[src/rtl/uart_drain_pkg.sv]
// Shared types and constants for the UART FIFO read-side drain sequencer.
package uart_drain_pkg;

    localparam int RD_LAT_DEF = 2;
    localparam int FIFO_W     = 8;

    typedef enum logic [1:0] {
        IDLE = 2'd0,
        POP  = 2'd1,
        WAIT = 2'd2,
        HOLD = 2'd3
    } state_t;

endpackage

[src/rtl/uart_fifo_drain_ctrl.sv]
// Pops the UART FIFO one byte at a time, absorbs its read latency and hands bytes to TX.
// Optional drain-complete interrupt is built when UART_DRAIN_IRQ_EN is defined.
module uart_fifo_drain_ctrl
    import uart_drain_pkg::*;
#(
    parameter int RD_LAT = RD_LAT_DEF,
    parameter int CNT_W  = 16
) (
    input  logic              clock,
    input  logic              aresetn,
    input  logic              enable,
    input  logic              flush,
    input  logic              fifo_empty,
    input  logic [FIFO_W-1:0] fifo_do,
    output logic              fifo_rd_n,
    output logic [FIFO_W-1:0] tx_data,
    output logic              tx_valid,
    input  logic              tx_ready,
    output logic              busy,
    output logic [CNT_W-1:0]  tx_count
`ifdef UART_DRAIN_IRQ_EN
    ,
    input  logic              irq_clr,
    output logic              drain_irq
`endif
);

    state_t            state_q, state_d;
    logic [2:0]        lat_q, lat_d;
    logic              flush_seen_q, flush_seen_d;
    logic [FIFO_W-1:0] data_q, data_d;
    logic [CNT_W-1:0]  cnt_q, cnt_d;
    logic              accept;

    // Flush beats tx_ready in the same HOLD cycle.
    assign accept = (state_q == HOLD) && tx_ready && !flush;

    always_comb begin
        state_d      = state_q;
        lat_d        = lat_q;
        flush_seen_d = flush_seen_q;
        data_d       = data_q;
        cnt_d        = cnt_q;
        case (state_q)
            IDLE: begin
                flush_seen_d = 1'b0;
                if ((enable || flush) && !fifo_empty) state_d = POP;
            end
            POP: begin
                lat_d        = 3'(RD_LAT - 1);
                flush_seen_d = flush;
                state_d      = WAIT;
            end
            WAIT: begin
                lat_d = lat_q - 3'd1;
                if (flush) flush_seen_d = 1'b1;
                if (lat_q == 3'd0) begin
                    data_d  = fifo_do;
                    state_d = (flush_seen_q || flush) ? IDLE : HOLD;
                end
            end
            HOLD: begin
                if (flush) begin
                    state_d = IDLE;
                end else if (accept) begin
                    cnt_d   = cnt_q + 1'b1;
                    state_d = IDLE;
                end
            end
            default: state_d = IDLE;
        endcase
    end

    always_ff @(posedge clock or negedge aresetn) begin
        if (!aresetn) begin
            state_q      <= IDLE;
            lat_q        <= '0;
            flush_seen_q <= 1'b0;
            data_q       <= '0;
            cnt_q        <= '0;
        end else begin
            state_q      <= state_d;
            lat_q        <= lat_d;
            flush_seen_q <= flush_seen_d;
            data_q       <= data_d;
            cnt_q        <= cnt_d;
        end
    end

    assign fifo_rd_n = (state_q != POP);
    assign tx_valid  = (state_q == HOLD);
    assign busy      = (state_q != IDLE);
    assign tx_data   = data_q;
    assign tx_count  = cnt_q;

`ifdef UART_DRAIN_IRQ_EN
    logic sent_q, irq_q, irq_set;

    // Fires only on the transition back to IDLE, so a clear while parked in IDLE sticks.
    assign irq_set = (state_q != IDLE) && (state_d == IDLE) && fifo_empty && (sent_q || accept);

    always_ff @(posedge clock or negedge aresetn) begin
        if (!aresetn) begin
            sent_q <= 1'b0;
            irq_q  <= 1'b0;
        end else begin
            sent_q <= irq_clr ? 1'b0 : (sent_q || accept);
            irq_q  <= irq_set ? 1'b1 : (irq_clr ? 1'b0 : irq_q);
        end
    end

    assign drain_irq = irq_q;
`endif

endmodule

[config.mk]
export PLATFORM = sky130hd
export DESIGN_NAME = uart_fifo_drain_ctrl
export DESIGN_NICKNAME = d
export VERILOG_FILES = /design/src/rtl/uart_drain_pkg.sv /design/src/rtl/uart_fifo_drain_ctrl.sv
export SDC_FILE = /design/constraint.sdc
export NUM_CORES = 1
export LEC_CHECK = 0
export CAP_MARGIN = 5
export CORE_ASPECT_RATIO = 0.7
export CORE_MARGIN = 2
export CORE_UTILIZATION = 25
export DETAILED_ROUTE_END_ITERATION = 10
export SYNTH_ARGS = -nofsm -noshare
export SYNTH_HDL_FRONTEND = slang
export SYNTH_SLANG_ARGS = --single-unit
[constraint.sdc]
create_clock -name clock -period 3.6 [get_ports clock]
set_input_delay 0.54 -clock clock [delete_from_list [all_inputs] [get_ports clock]]
set_output_delay 0.54 -clock clock [all_outputs]
set_load 0.01 [all_outputs]
==> results.md, run 1 <==
* Status: finished, final reports clean
* Final critical-path share of the clock period at around 59%
* Post_cts resized at 0
* Number of clock sinks at 30
* Via count at 963
* Global-route wire length before repair at between 4000 and 5000 um
* Post-Syn Instances at about 110
* Footprint of the multi-input gates at roughly 600 um^2
* Level count of the clock H-tree at 2
* Launch point of the worst reg-to-reg path: state_q[1]
* Transition at the pin with the smallest max-transition slack at approximately 0.38 ns
* Placed Cells incl. Taps at 225
* Detailed placement HPWL at 2020 um
* Reg2reg end: tx_count[13]
* Number of cells on the worst reg-to-reg path at 5
* Post-CTS setup repair buffer count at 0
* Max_slew headroom at 74.5%
* Fmax achieved at ~470 MHz
* Worst hold margin at about 0.5 ns
* Setup violators final at 0
* Final-layout fill cell count at 533
* Height of the die at 66.3 um
* Hold-fix buffers at CTS at 0
* Met1 Resource Use GR at 13.1%
* Origin of the worst min-delay path: tx_count[15]
* Critical path start-end classification: flop to primary output
* Full die area at 6160 um^2
* CTS root buffer: sky130_fd_sc_hd__clkbuf_8
* Fraction of power spent switching nets at about a third
* Initial antenna violation count at 0
* Pre-antenna DRT Iters at 2
* Type of element capturing the critical path: primary output
* Avg Cell Area, Syn at 12.4 um^2
* Synthesized net count at 133
* Instance area at placement at 1880 um^2
* CTS buffer count at 5
* First-iteration detailed-routing DRC count at 17
* Net switching power at 0.380 mW
* YS warnings at 0
* Setup clock skew after layout at around 0.0075 ns
* Later-pin clock latency in the skew report at 0.28 ns
* Weighted congestion reported at the end of routability-driven placement at roughly 0.76
* Required time at the endpoint of the critical path at a little over 3 ns
* Total number of placement rows at 22
* Final design area excluding fillers at 1960 um^2
* Cell depth of the worst min-delay path at 1
* Netlist area before placement at 1390 um^2
* Core area at 5290 um^2
* Number of placed I/O pins at 41
* Clock tree from TritonCTS: done
* Maximum number of pins on one net before global-route repair at 31
* Critical-path maximum fanout at 5
* Clock power frac at 20.6%
* Register Area at 751 um^2
* Flop and latch count out of synthesis at 30
* Clock slew seen by the registers of the worst setup and hold paths at around 0.060 ns
* Top Usage Layer GRT: met1
* Min setup slack post-route at around 1.5 ns
* Final number of hold-violating endpoints at 0
* Internal power summed over all cells at 0.827 mW
* Final count of pins violating max slew at 0
* Setup TNS at 0 ns
* Final wirelength at 2630 um
* Setup slack at placement at 1.51 ns
* CP Data Arrival Time at roughly 1.6 ns
* Global-route met3 utilization at 3.88%
* Hold Crit Class: flop to flop
* X dimension of the die at 93.0 um
* Non-filler cells in the finished layout at 232
* Antenna-violating nets left at 0
* Setup repair after global routing missed its margin: no
* Initial Utilization at 26.2%
* Combinational power share at 39.4%
* Power Dens Cells at roughly 620 nW/um^2
* Nature of the critical path startpoint: flop
* Buffer levels on the longest clock path at 2
* Met2 Track Usage GR at 12.5%
* Vias per inst at 4.15
* Library cells used by synthesis at 27
* Hold worst-path end: tx_count[15]
* Sequential fraction of the synthesis area at 54.2%
* Share of power burned in registers at between 40 and 50%
* Diodes inserted at 0
* All-layer global routing usage at between 9 and 10%
* # nets final at 181
* LEAKAGE at a little under 0.9 nW
* Area grow syn2layout at 41.6%
* Worst IR Drop VDD at ~150 uV
* Count of input and output buffers at 40
* Share of layout cells above drive strength 1 at 14.4%
* Average wire per cell in the routed design at roughly 11 um
* Final worst path period need at 2.13 ns
* Minimum setup slack among reg-to-reg paths at 1.97 ns
* Drt drc at 0
* Number of maximum-capacitance constraint violations at 0
* Vias in the first global route at 922
* Total overflow reported by the global router at 0
## power groups by stage
stage	clock, mW	combinational, mW	sequential (mW)
detailed placement	0	0.481	0.490
global route	0.277	0.517	0.498
finish	0.248	0.475	0.484
CTS	0.261	0.483	0.485
global placement	0	0.481	0.490
floorplan	0	0.222	0.514
## per-layer routing
layer / part of all wire, % / up-vias
li1: - / 483
met1: 54 / 454
met2: 40 / 21
met3: 5.6 / 5
met4: 0.76 / 0
met5: 0 / -
## Yosys cell counts
master,count,share of area [%]
sky130_fd_sc_hd__xnor2_1,11,7.0
sky130_fd_sc_hd__o31ai_1,1,0.54
sky130_fd_sc_hd__nor3_2,1,0.72
sky130_fd_sc_hd__and3_1,4,1.8
sky130_fd_sc_hd__o22ai_1,2,0.90
sky130_fd_sc_hd__dfrtp_1,30,54
sky130_fd_sc_hd__a21oi_1,1,0.36
sky130_fd_sc_hd__nand3_2,1,0.72
sky130_fd_sc_hd__ha_1,7,6.3
sky130_fd_sc_hd__nand3_1,9,3.3
sky130_fd_sc_hd__nand3b_4,1,1.4
sky130_fd_sc_hd__nand4b_1,1,0.63
sky130_fd_sc_hd__nand2_1,4,1.1
sky130_fd_sc_hd__nor3b_1,1,0.54
sky130_fd_sc_hd__xor2_1,4,2.5
sky130_fd_sc_hd__o211ai_1,1,0.54
sky130_fd_sc_hd__nor2b_1,1,0.45
sky130_fd_sc_hd__o21bai_1,1,0.54
sky130_fd_sc_hd__nor4_4,1,1.5
sky130_fd_sc_hd__and2b_2,1,0.63
sky130_fd_sc_hd__nor2_1,3,0.81
sky130_fd_sc_hd__inv_1,10,2.7
sky130_fd_sc_hd__mux2_2,10,8.1
sky130_fd_sc_hd__a221o_1,1,0.72
sky130_fd_sc_hd__o21ai_0,2,0.72
sky130_fd_sc_hd__nor4_1,1,0.45
sky130_fd_sc_hd__nor3_1,2,0.72
## how the worst max path moves through the flow
stage	from	to	slack, ns	depth (start not counted)
finish	state_q[1]	busy	1.47	4
global route	state_q[0]	busy	1.38	4
CTS	state_q[1]	busy	1.45	4
detailed placement	flush	tx_count[13]	1.51	5
global placement	flush	tx_count[15]	1.54	5
floorplan	state_q[1]	tx_count[13]	2.06	5
## worst max-delay path: stages, from the launching register on
cell and delay (ns):
sky130_fd_sc_hd__dfrtp_1 0.41, sky130_fd_sc_hd__inv_1 0.08, sky130_fd_sc_hd__ha_1 0.23, sky130_fd_sc_hd__inv_1 0.06, sky130_fd_sc_hd__clkdlybuf4s50_1 0.53
## registers in the layout (all words and copies together), names as in the netlist
signal and flops:
lat_q 3, tx_count 16, flush_seen_q 1, state_q 2
tx_data 8
## cells by family (layout without fill, tap and decap cells)
family          Yosys count  in the layout  synth area share, %
mux                      10             10                 8.13
fa+ha+maj                 7              7                 6.32
simple gates             31             31                 14.8
compound gates            9              9                 4.34
flops                    30             30                 54.2
xor+xnor                 15             15                 9.48
buf+inv                  10             58                 2.71
## area by class of cell
class,count,area share (%)
inverter,10,1.91
tap,72,4.59
multi-input combinational,72,30.4
clock inverter,2,0.510
sequential,30,38.3
clock buffer,5,3.51
timing repair buffer,41,20.8
## layout by cell type, fill, tap and decap left out, types with 4 or more instances in the layout
cell / synthesis / layout
sky130_fd_sc_hd__mux2_2: 10 / 10
sky130_fd_sc_hd__dfrtp_1: 30 / 30
sky130_fd_sc_hd__nand3_1: 9 / 9
sky130_fd_sc_hd__nand2_1: 4 / 4
sky130_fd_sc_hd__xnor2_1: 11 / 11
sky130_fd_sc_hd__clkbuf_8: 0 / 5
sky130_fd_sc_hd__inv_1: 10 / 10
sky130_fd_sc_hd__clkdlybuf4s50_1: 0 / 40
sky130_fd_sc_hd__ha_1: 7 / 7
sky130_fd_sc_hd__and3_1: 4 / 4
sky130_fd_sc_hd__xor2_1: 4 / 4
## stage by stage
step | total power, mW | util [%]
finish | 1.21 | 37.1
global route | 1.29 | 37.1
CTS | 1.23 | 37.1
floorplan | 0.736 | -
detailed placement | 0.971 | 35.6
global placement | 0.971 | 35.6
(Power assumes the default switching activity.)
==> run 2, diff against run 1 <==
==> constraint.sdc (replaced) <==
create_clock -name clock -period 2 [get_ports clock]
set_input_delay 0.3 -clock clock [delete_from_list [all_inputs] [get_ports clock]]
set_output_delay 0.3 -clock clock [all_outputs]
set_load 0.01 [all_outputs]
==> results.md, run 2 (synthesis results as in run 1) <==
* CP Data Arrival Time at 1.59 ns (about the same)
* Vias per inst at 4.07 (-1.9%)
* Commonest cells after routing, fill and taps aside: 40 x sky130_fd_sc_hd__clkdlybuf4s50_1, 30 x sky130_fd_sc_hd__dfrtp_1, 11 x sky130_fd_sc_hd__xnor2_1, 10 x sky130_fd_sc_hd__inv_1, 10 x sky130_fd_sc_hd__mux2_2
* Worst IR Drop VDD at 382 uV (+150%)
* Detailed placement HPWL at 2020 um (+0.19%)
* Maximum cell stage delay along the critical path at 0.53 ns (about the same)
* First-iteration detailed-routing DRC count at 38 (+21)
* Post-CTS setup repair buffer count at 0 (unchanged)
* Critical path start-end classification: flop to primary output
* Number of placed I/O pins at 41 (unchanged)
* Hold-fix buffers at CTS at 0 (unchanged)
* Fmax achieved at 529 MHz
* Via count at 949 (-1.5%)
* All-layer global routing usage at 9.15% (-0.12 points)
* Maximum number of pins on one net before global-route repair at 31 (unchanged)
* Type of element capturing the critical path: primary output
* Clock tree from TritonCTS: done
* Number of maximum-capacitance constraint violations at 0 (unchanged)
* Instance area at placement at 1880 um^2 (unchanged)
* Setup TNS at 0 ns (unchanged)
* Nature of the critical path startpoint: flop
* Total overflow reported by the global router at 0 (unchanged)
* Initial antenna violation count at 0 (unchanged)
* Diodes inserted at 0 (unchanged)
* Final count of pins violating max slew at 0 (unchanged)
* Setup violators final at 0 (unchanged)
* Count of input and output buffers at 40 (unchanged)
* Status: finished, final reports clean
* Critical-path maximum fanout at 4 (-1)
* Number of clock sinks at 30 (unchanged)
* Share of layout cells above drive strength 1 at 14.9% (+0.53 points)
* Slowest stage cell, crit path: sky130_fd_sc_hd__clkdlybuf4s50_1
* X dimension of the die at 93.0 um (unchanged)
* Startpoint of the worst setup timing path: state_q[0]
* Max_slew headroom at 74.8% (+0.31 points)
* Power Dens Cells at 1130 nW/um^2 (+83%)
* Vias in the first global route at 898 (-2.6%)
* Core area at 5290 um^2 (unchanged)
* Final design area excluding fillers at 1980 um^2 (+0.83%)
* CP cell instances: inv_1, ha_1, inv_1, clkdlybuf4s50_1
* Total number of placement rows at 22 (unchanged)
* # nets final at 181 (unchanged)
* Pwr Total at 2.23 mW (+85%)
* Area grow syn2layout at 42.8%
* Commonest non-fill, non-tap cell in the layout: sky130_fd_sc_hd__clkdlybuf4s50_1
* Antenna-violating nets left at 0 (unchanged)
* Non-filler cells in the finished layout at 233 (+0.43%)
* Launch point of the worst reg-to-reg path: state_q[1]
* Clock slew seen by the registers of the worst setup and hold paths at 0.07 ns (about the same)
* Final number of hold-violating endpoints at 0 (unchanged)
* Most used cell, CP: sky130_fd_sc_hd__inv_1
* CTS buffer count at 5 (unchanged)
* Initial Utilization at 26.2% (unchanged)
* Global-route wire length before repair at 4260 um (-3.0%)
* Buffer levels on the longest clock path at 2 (unchanged)
* Height of the die at 66.3 um (unchanged)
* Worst path top cell family by delay: buffers and inverters
* CTS root buffer: sky130_fd_sc_hd__clkbuf_8
* Hold Crit Class: input port to asynchronous set/reset pin
* Number of cells on the worst reg-to-reg path at 5 (unchanged)
* LEAKAGE at 0.878 nW (+0.39%)
* Largest register FFs at 16 (unchanged)
* Required time at the endpoint of the critical path at 1.70 ns (-1.36 ns)
* Placed Cells incl. Taps at 225 (unchanged)
* Transition at the pin with the smallest max-transition slack at 0.378 ns (-0.00375 ns)
* Minimum setup slack among reg-to-reg paths at 0.35 ns (-1.62 ns)
* Drt drc at 0 (unchanged)
* Setup repair after global routing missed its margin: no
* Later-pin clock latency in the skew report at 0.28 ns (about the same)
* Level count of the clock H-tree at 2 (unchanged)
* Post_cts resized at 0 (unchanged)
* Full die area at 6160 um^2 (unchanged)
* Buffering stage count on the worst path with inverters included at 3 (unchanged)
* Pre-antenna DRT Iters at 4 (+2)
* Final wirelength at 2580 um (-2.1%)
* Reg2reg end: tx_count[13]
* Average wire per cell in the routed design at 11.1 um (-2.5%)
* Final critical-path share of the clock period at between 90% and 100%
* Weighted congestion reported at the end of routability-driven placement at 0.775 (+1.9%)
* Final worst path period need at 1.89 ns
* Setup clock skew after layout at 0.00925 ns (+0.00171 ns)
-- run 2: cell count changes in the layout (fill, tap and decap cells not counted), sizes merged --
cell / change
clkinvlp: +1
clkinv: -1
clkbuf: +1
-- run 2: per-layer routing --
metal  global-route usage (%)  part of all wire (%)
met5                        0                     0
met4                     3.31                   1.6
met3                     4.10                   5.7
met2                     12.4                    39
met1                     12.7                    54
-- run 2: area by class of cell --
cell class / count / area, um^2
Fill cell: 531 / 3310
Clock inverter: 2 / 12.5
Timing Repair Buffer: 41 / 408
Inverter: 10 / 37.5
Multi-Input combinational cell: 72 / 597
Clock buffer: 6 / 82.6
Sequential cell: 30 / 751
Tap cell: 72 / 90.1
-- run 2: stage by stage --
step                utilization [%]  setup WS [ns]  hold slack [ns]
global placement               35.6          0.188            0.484
CTS                            37.4         0.0935            0.420
floorplan                         -          0.459          0.00441
global route                   37.4         0.0228            0.444
finish                         37.4          0.110            0.404
detailed placement             35.6          0.144            0.471
-- run 2: power by group --
| group | internal (mW) | switching [mW] | leakage [nW] | total (mW) |
|---|---|---|---|---|
| registers | 0.766 | 0.106 | 0.382 | 0.871 |
| logic | 0.489 | 0.364 | 0.449 | 0.853 |
| clock network | 0.276 | 0.228 | 0.0472 | 0.504 |
-- run 2: how the worst max path moves through the flow --
| stage | end | slack [ns] | cells past startpoint |
|---|---|---|---|
| finish | busy | 0.11 | 4 |
| global route | busy | 0.02 | 4 |
| CTS | busy | 0.09 | 4 |
| detailed placement | tx_count[13] | 0.14 | 5 |
| global placement | tx_count[13] | 0.19 | 5 |
| floorplan | tx_count[13] | 0.46 | 5 |
==> run 3, diff against run 2 <==
==> constraint.sdc (replaced) <==
create_clock -name clock -period 1.7 [get_ports clock]
set_input_delay 0.255 -clock clock [delete_from_list [all_inputs] [get_ports clock]]
set_output_delay 0.255 -clock clock [all_outputs]
set_load 0.01 [all_outputs]
==> results.md, run 3 (synthesis results as in run 1) <==
* Status: finished, final reports clean
* Hold Crit Class: input port to asynchronous set/reset pin
* Clock tree from TritonCTS: done
* Level count of the clock H-tree at 2 (unchanged)
* Critical path start-end classification: flop to flop
* Clock power frac at 30.4% (+7.8 points)
* Number of placed I/O pins at 41 (unchanged)
* Maximum number of pins on one net before global-route repair at 31 (unchanged)
* Final wirelength at 2760 um (+7.1%)
* Setup clock skew after layout at 0.00898 ns (-0.000264 ns)
* Max_slew headroom at 74.2% (-0.56 points)
* Internal power summed over all cells at 2.12 mW (+38%)
* Final number of hold-violating endpoints at 0 (unchanged)
* Setup slack at placement at -0.0454 ns (-0.189 ns)
* Fraction of power spent switching nets at 28.6% (-2.7 points)
* Share of power burned in registers at 34.7% (-4.4 points)
* Fmax achieved at between 600 and 700 MHz
* Worst hold margin at 0.365 ns (-0.0393 ns)
* Core area at 5290 um^2 (unchanged)
* Weighted congestion reported at the end of routability-driven placement at 0.712 (-8.2%)
* Non-filler cells in the finished layout at 239 (+2.6%)
* Antenna-violating nets left at 0 (unchanged)
* Total number of placement rows at 22 (unchanged)
* Footprint of the multi-input gates at 614 um^2 (+2.9%)
* Vias per inst at 4.08 (+0.26%)
* Buffer levels on the longest clock path at 2 (unchanged)
* Type of element capturing the critical path: flop
* Commonest cells after routing, fill and taps aside: 37 x sky130_fd_sc_hd__clkdlybuf4s50_1, 30 x sky130_fd_sc_hd__dfrtp_1, 11 x sky130_fd_sc_hd__xnor2_1, 10 x sky130_fd_sc_hd__mux2_2
* Average wire per cell in the routed design at 11.5 um (+4.4%)
* Final worst path period need at roughly 1.6 ns
* Required time at the endpoint of the critical path at 1.86 ns (+0.16 ns)
* Critical-path maximum fanout at 6 (+2)
* Nature of the critical path startpoint: flop
* Via count at 976 (+2.8%)
* LEAKAGE at 0.947 nW (+7.8%)
* Total overflow reported by the global router at 0 (unchanged)
* Initial antenna violation count at 0 (unchanged)
* Combinational power share at 34.9% (-3.4 points)
* Final design area excluding fillers at 2090 um^2 (+5.6%)
* Register Area at 751 um^2 (unchanged)
* Full die area at 6160 um^2 (unchanged)
* Detailed placement HPWL at 2130 um (+5.1%)
* Count of input and output buffers at 40 (unchanged)
* Vias in the first global route at 933 (+3.9%)
* Clock slew seen by the registers of the worst setup and hold paths at 0.07 ns (about the same)
* Final critical-path share of the clock period at 94.6%
* Final count of pins violating max slew at 0 (unchanged)
* Placed Cells incl. Taps at 230 (+2.2%)
* Setup repair after global routing missed its margin: no
* Min setup slack post-route at 0.0912 ns (-0.0193 ns)
* Number of clock sinks at 30 (unchanged)
* Commonest non-fill, non-tap cell in the layout: sky130_fd_sc_hd__clkdlybuf4s50_1
* Later-pin clock latency in the skew report at 0.28 ns (about the same)
* Global-route wire length before repair at 4600 um (+7.8%)
* CTS root buffer: sky130_fd_sc_hd__clkbuf_8
* Height of the die at 66.3 um (unchanged)
* Pre-antenna DRT Iters at 4 (unchanged)
* Final-layout fill cell count at 510 (-4.0%)
* CP Data Arrival Time at 1.77 ns (+0.18 ns)
* Share of layout cells above drive strength 1 at 20.4% (+5.5 points)
* Number of maximum-capacitance constraint violations at 0 (unchanged)
* CTS buffer count at 5 (unchanged)
* Number of cells on the worst reg-to-reg path at 5 (unchanged)
* Net switching power at 0.850 mW (+22%)
* Initial Utilization at 26.2% (unchanged)
* Transition at the pin with the smallest max-transition slack at 0.386 ns (+0.00843 ns)
* Area grow syn2layout at 50.8%
* Diodes inserted at 0 (unchanged)
* First-iteration detailed-routing DRC count at 21 (-45%)
* Power Dens Cells at 1420 nW/um^2 (+26%)
* Largest register FFs at 16 (unchanged)
* Worst IR Drop VDD at 524 uV (+37%)
* X dimension of the die at 93.0 um (unchanged)
* All-layer global routing usage at 9.94% (+0.79 points)
* Instance area at placement at 1920 um^2 (+2.0%)
* Drt drc at 0 (unchanged)
* # nets final at 187 (+3.3%)
* Setup violators final at 0 (unchanged)
* Hold-fix buffers at CTS at 0 (unchanged)
-- run 3: cell types whose count changed in the layout (fill, tap and decap cells not counted), moves of 2 or more --
cell and delta:
sky130_fd_sc_hd__ha_1 -2, sky130_fd_sc_hd__dlygate4sd2_1 +2, sky130_fd_sc_hd__buf_4 +6, sky130_fd_sc_hd__clkdlybuf4s50_1 -3, sky130_fd_sc_hd__bufinv_16 +2
-- run 3: power by group through the flow --
stage,Sequential (mW),Clock (mW),Combinational (mW)
detailed placement,1.04,0,1.03
CTS,1.03,0.925,1.04
global route,1.06,0.971,1.15
finish,1.03,0.904,1.04
global placement,1.03,0,1.03
floorplan,1.09,0,0.470
-- run 3: critical path: stages, from the launching register on --
cell and delay [ns]:
sky130_fd_sc_hd__dfrtp_1 0.42, sky130_fd_sc_hd__buf_4 0.16, sky130_fd_sc_hd__ha_1 0.24, sky130_fd_sc_hd__a221o_1 0.42, sky130_fd_sc_hd__o21ai_0 0.17, sky130_fd_sc_hd__o31ai_1 0.09
-- run 3: final timing paths --
| kind | to | slack (ns) | startpoint |
|---|---|---|---|
| max | state_q[1] | 0.09 | state_q[1] |
| min | tx_count[8] | 0.36 | aresetn |
| max reg2reg | state_q[1] | 0.09 | state_q[1] |
| min reg2reg | tx_count[15] | 0.48 | tx_count[15] |
| max in group asynchronous | lat_q[1] | 1.04 | aresetn |
| min in group clock | tx_count[15] | 0.48 | tx_count[15] |
-- run 3: layer usage --
metal  track usage [%]  wire [um]  up-vias
met3              3.99        158        8
met5                 0          0        -
met4              3.86         45        0
met2              13.3       1060       21
li1                  -          -      495
met1              14.1       1500      452
-- run 3: cell type report --
cell class	instances	share of cell area (%)
clock buffers	6	3.95
repair buffers	47	21.7
multi-input cells	72	29.4
well taps	72	4.31
flip-flops and latches	30	35.9
clock inverters	2	2.88
inverters	10	1.80
-- run 3: repair_timing --
action                                  CTS  global route
gates resized for setup                   4             4
endpoints found under the setup margin    3             9
pin swaps                                 0             0
buffers inserted                          1             0
gates cloned                              0             0
-- run 3: metrics by stage --
| step | setup TNS [ns] | utilization, % | power, mW |
|---|---|---|---|
| final | 0 | 39.5 | 2.97 |
| after global routing | 0 | 39.5 | 3.18 |
| after CTS | 0 | 39.4 | 3.00 |
| after detailed placement | -0.0879 | 36.3 | 2.07 |
| after global placement | -0.0628 | 36.3 | 2.06 |
| after floorplan | 0 | - | 1.56 |
